$ cat src/rtl/fetch_sequencer_pkg.sv
// Shared definitions for the NanoProcessor fetch sequencer: FSM state encodings
// and default bus widths.
package fetch_sequencer_pkg;

  typedef enum logic [1:0] {
    ST_IDLE  = 2'd0,
    ST_FETCH = 2'd1,
    ST_EXEC  = 2'd2,
    ST_HALT  = 2'd3
  } state_t;

  localparam int unsigned ADDR_W_DEF  = 4;
  localparam int unsigned INSTR_W_DEF = 9;
  localparam int unsigned CNT_W_DEF   = 8;

endpackage

$ cat src/rtl/fetch_sequencer.sv
// NanoProcessor fetch/execute control: strobes the external PC counter, runs the
// imem req/ack handshake, holds IR and counts retired instructions.
module fetch_sequencer
  import fetch_sequencer_pkg::*;
#(
  parameter int unsigned ADDR_W  = ADDR_W_DEF,
  parameter int unsigned INSTR_W = INSTR_W_DEF,
  parameter int unsigned CNT_W   = CNT_W_DEF
) (
  input  logic               clock,
  input  logic               areset,
  input  logic               run,
  input  logic [ADDR_W-1:0]  pc_value,
  output logic [ADDR_W-1:0]  pc_data,
  output logic               pc_sload,
  output logic               pc_count_enable,
  output logic               imem_req,
  output logic [ADDR_W-1:0]  imem_addr,
  input  logic               imem_ack,
  input  logic [INSTR_W-1:0] imem_rdata,
  output logic [INSTR_W-1:0] ir,
  output logic               ir_valid,
  input  logic               exec_done,
  input  logic               jump,
  input  logic [ADDR_W-1:0]  jump_target,
  input  logic               halt,
  output logic               halted,
  output logic [1:0]         state,
  output logic [CNT_W-1:0]   retired
);

  state_t state_q;
  state_t state_d;
  logic   ir_load;
  logic   retire;

  always_ff @(posedge clock or posedge areset) begin
    if (areset) begin
      state_q <= ST_IDLE;
    end else begin
      state_q <= state_d;
    end
  end

  // Strobes and the fetch request are decoded from the registered state, so an
  // async reset drops them immediately without waiting for an edge.
  always_comb begin
    state_d         = state_q;
    ir_load         = 1'b0;
    retire          = 1'b0;
    pc_sload        = 1'b0;
    pc_count_enable = 1'b0;
    pc_data         = '0;
    imem_req        = 1'b0;
    imem_addr       = '0;
    case (state_q)
      ST_IDLE: begin
        if (run) state_d = ST_FETCH;
      end
      ST_FETCH: begin
        imem_req  = 1'b1;
        imem_addr = pc_value;
        if (imem_ack) begin
          pc_count_enable = 1'b1;
          ir_load         = 1'b1;
          state_d         = ST_EXEC;
        end
      end
      ST_EXEC: begin
        if (exec_done) begin
          retire = 1'b1;
          if (halt) begin
            state_d = ST_HALT;
          end else begin
            if (jump) begin
              pc_sload = 1'b1;
              pc_data  = jump_target;
            end
            state_d = run ? ST_FETCH : ST_IDLE;
          end
        end
      end
      ST_HALT: begin
        if (!run) state_d = ST_IDLE;
      end
      default: state_d = ST_IDLE;
    endcase
  end

  always_ff @(posedge clock or posedge areset) begin
    if (areset) begin
      ir      <= '0;
      retired <= '0;
    end else begin
      if (ir_load) ir <= imem_rdata;
      if (retire)  retired <= retired + 1'b1;
    end
  end

  assign ir_valid = (state_q == ST_EXEC);
  assign halted   = (state_q == ST_HALT);
  assign state    = state_q;

endmodule
$ cat config.mk
export PLATFORM = sky130hd
export DESIGN_NAME = fetch_sequencer
export DESIGN_NICKNAME = d
export VERILOG_FILES = /design/src/rtl/fetch_sequencer_pkg.sv /design/src/rtl/fetch_sequencer.sv
export SDC_FILE = /design/constraint.sdc
export NUM_CORES = 1
export LEC_CHECK = 0
export CAP_MARGIN = 20
export CELL_PAD_IN_SITES_DETAIL_PLACEMENT = 1
export CELL_PAD_IN_SITES_GLOBAL_PLACEMENT = 2
export CORE_UTILIZATION = 22
export CTS_BUF_LIST = sky130_fd_sc_hd__clkbuf_2
export DETAILED_ROUTE_END_ITERATION = 12
export MAX_ROUTING_LAYER = met4
export PLACE_DENSITY_LB_ADDON = 0.1
export REMOVE_ABC_BUFFERS = 1
export SLEW_MARGIN = 5
export SYNTH_ARGS = -nofsm -noshare
export SYNTH_HDL_FRONTEND = slang
export SYNTH_SLANG_ARGS = --single-unit
$ cat constraint.sdc
create_clock -name clock -period 1.4 [get_ports clock]
set_input_delay 0.14 -clock clock [delete_from_list [all_inputs] [get_ports clock]]
set_output_delay 0.14 -clock clock [all_outputs]
set_load 0.005 [all_outputs]
; Word level (Yosys, flattened, before mapping)
; Index checks and enable logic that the tools add are counted.
[totals]
ff_bits = 19
input_bits = 24
word_cells = 34
[classes]
add_sub_neg = 1
eq_ne = 7
muxes = 21
n_reduce_logical = 2
[ops]
columns = operator, count
row1 = 4-bit two-way mux, 5
row2 = 1-bit two-way mux, 10
row3 = 2-bit two-way mux, 5
row4 = 8-bit by 1-bit adder with 8-bit output (second input constant), 1
row5 = 2-bit case mux with 4 select lines, 1
row6 = 2-bit inequality test (second input constant), 3
row7 = 2-bit equality test (second input constant), 2
row8 = 4-bit AND reduction, 1
row9 = 2-bit by 1-bit equality test with 1-bit output (second input constant), 1
row10 = 2-bit logical NOT, 1
row11 = 2-bit by 1-bit inequality test with 1-bit output (second input constant), 1

; Logic depth before layout (Yosys ltp)
[logic_depth]
depth_word = 4
ltp_mapped = 4

; Least setup slack after synthesis
; No wires, ideal clock.
[synth_timing]
kind = register -> register
start = reg state_q[1] (netlist: state[1])
end = reg ir[0]
setup_ps = 125
arrival_ps = 1157
required_time_ps = 1275
setup_slack_ps = 118
path_stages_with_launch = 5
synth_period_minus_slack_ps = 1282
path_cell_list = dfrtp_1 buf_4 nor2b_4 nand2_4 mux2_4
[synth_between]
elab_chain_len = 2
[synth_lines]
columns = item, line_no
row1 = start: declaration, fetch_sequencer.sv:32  ; state_t state_q;
row2 = start signal: assignment, fetch_sequencer.sv:41  ; state_q <= state_d;
row3 = 2-bit by 1-bit equality test with 1-bit output, fetch_sequencer.sv:56  ; case (state_q)
row4 = 1-bit two-way mux, fetch_sequencer.sv:56
row5 = end signal: assignment, fetch_sequencer.sv:95  ; if (ir_load) ir <= imem_rdata;
row6 = end: declaration, fetch_sequencer.sv:21  ; output logic [INSTR_W-1:0] ir,
; Every way passes these cells.
; A chain may end at the register's enable or synchronous reset.

; Worst setup path in the final report
[layout_timing]
start = reg state_q[1] (netlist: state[1])
end = out pc_data[1]
[layout_between]
elab_chain_len = 2
[layout_lines]
columns = item, line_no
row1 = 2-bit equality test, fetch_sequencer.sv:56
row2 = 4-bit two-way mux, fetch_sequencer.sv:56
row3 = end: declaration, fetch_sequencer.sv:14  ; output logic [ADDR_W-1:0] pc_data,
; Every way passes these cells.

==> metrics <==
Slew HR=78.54%; die height=67.53 um; Die ar.=4560 um2; WL per Instance=13.23 um; largest net degree at the start of global routing=13; # DRC=0; Pleak=1.134 nW; CTS tree=done; unrepaired setup endpoints after global routing=yes; Setup CP Type=reg2out; # IOs=56; GRT Total Usage=13.83%; top_reg_cell synth=dfrtp_1; final net count=195; first-pass GRT wire length=4533 um; core area=4058 um2; IO Port Bufs=55; gr ovfl total=0; Hold Path Class=in2async; clk root buf=clkbuf_2; GP Congestion=0.6994; Cells after Synth=77; Critical Path End Type=output port; Synth top area share=50.33%; failing checks=negative setup slack; remaining antenna violation count after routing=0; Starting Density=23.28%; Worst Skew=0.7632 ps; CP startpoint kind=flip-flop; status=complete, but fails checks; Min Clock Period, post-route=1553 ps; Pre-antenna DRT Iters=3; Crit path max-delay family=flip-flops; Most common cell on crit path=buf_6; Data arrival, critical path=1410 ps; data required time at the worst endpoint=1260 ps; Worst-path clk slew=190 ps; PD cells=1690 nW/um2; Fin. Hold Viols=0; synthesized cell area=944.7 um2; Synth Register Bits=19; vias in the first global route=961; layout cells sized above 1=47.34%; asr flop ratio synth=100.0%; htree depth=1; max-slew violations=0; synth top area cells=dfrtp_1 50%, mux2_4 14%, and2_1 6.0%, xor2_1 4.6%, nand2_1 2.0%; max_cap viols=0; Area Growth Syn to Fin=109.4%; vias=924; FP Rows=23; Clock Path Buffers=2; initial antenna violation count=0; hold buffers post-CTS=0; total number of yosys warnings=0; Worst Path Buf+Inv=3; most numerous cell in the Yosys netlist=dfrtp_1; Final Setup Violations=22; # clock sinks=19; Slew @ Worst Pin=321.6 ps; crit-path max cell delay=450 ps; CTS Buf Count=3; critical path cell sequence=buf_6, nand2b_4, inv_2, and3_4, and2_4, buf_6; setup ws final=-152.8 ps; drt initial violations=17; Period Utilization, post-route=110.9%; drt total wl=2898 um; peak supply drop=0.0007257 V; Yosys cell types=25; post-synthesis sequential area ratio=50.33%; clock latency on the worst-skew pair=320 ps; Antenna Cells=0; post-synth top area cell=dfrtp_1; Core Util, Final=48.75%; DR vias/cell=4.219; number of flops mapped to enable cells by yosys=0; DP HPWL=1973 um; die width=67.53 um; DP Worst Slack=-391.7 ps; Reg2Reg Setup Slack=-40 ps; Worst path slowest cell=dfrtp_1; Crit Path Max Fanout=5; Fmax=0.6440 GHz; Commonest cells post-synth=19 x dfrtp_1, 9 x and2_1, 9 x mux2_4; Mapped Avg Cell Area=12.27 um2
==> per-layer routing <==
metal / global-route usage, % / share of wire (%) / vias up
li1: - / - / 442
met1: 17.43 / 42 / 439
met2: 22.03 / 51 / 39
met3: 2.027 / 5.1 / 4
met4: 5.585 / 1.7 / 0
met5: - / 0 / -
==> final timing paths <==
path | startpoint | to | cells past startpoint
max | state[1] | pc_data[1] | 6
min | areset | ir[6] | 2
max reg2reg | state[0] | retired[7] | 5
min reg2reg | ir[3] | ir[3] | 1
max in group asynchronous | areset | retired[2] | 3
min in group clock | imem_rdata[1] | ir[1] | 2
==> metrics by stage <==
stage               cell area (um2)  cells  total power [mW]  setup TNS (ps)  hold WS (ps)
floorplan                     937.1     76             1.566               0         91.13
global placement               1603    188             2.450           -2121         408.3
detailed placement             1603    188             2.474           -2329         426.6
CTS                            1813    208             3.141           -1847         35.69
global route                   1978    219             3.564           -3003         41.62
finish                         1978    219             3.343           -1631         43.41
==> kinds of logic (layout without fill, tap and decap cells) <==
family | Yosys count | in the layout | synth area share [%]
buffers and inverters | 4 | 96 | 1.987
adder cells (fa/ha/maj) | 1 | 1 | 1.324
AND/OR/NAND/NOR | 32 | 32 | 21.46
flip-flops | 19 | 19 | 50.33
XOR/XNOR | 7 | 7 | 6.490
AO/OA/AOI/OAI | 4 | 4 | 2.913
multiplexers | 10 | 10 | 15.50
==> layout by cell type (no fill, tap or decap), types with 3 or more instances in the layout <==
cell type	instances
clkdlybuf4s50_1	24
buf_4	23
buf_6	20
dfrtp_1	19
dlymetal6s2s_1	15
mux2_4	9
and2_4	8
xor2_1	5
nand2_1	5
clkbuf_2	3
buf_2	3
==> registers in the layout, indices dropped and copies added (netlist names) <==
name / flops
state: 2
ir: 9
retired: 8
==> cell type report <==
type,count,area (um2)
Clock buffer,3,15.01
Clock inverter,1,5.005
Fill cell,446,2079
Inverter,3,11.26
Multi-Input combinational cell,54,501.7
Sequential cell,19,475.5
Tap cell,50,62.56
Timing Repair Buffer,89,907.1
==> report_power, final <==
group | internal (mW) | switching [mW]
Combinational | 1.49 | 0.707
Clock | 0.0648 | 0.186
Sequential | 0.768 | 0.125
Total | 2.33 | 1.02
==> repair_timing <==
action / CTS / global route
buffers inserted: 15 / 12
resized for setup: 88 / 25
setup endpoints to repair: 33 / 41
cloned: 1 / 0
endpoints found under the hold margin: 0 / 0
pin swaps: 9 / 10
(Power assumes the default switching activity.)
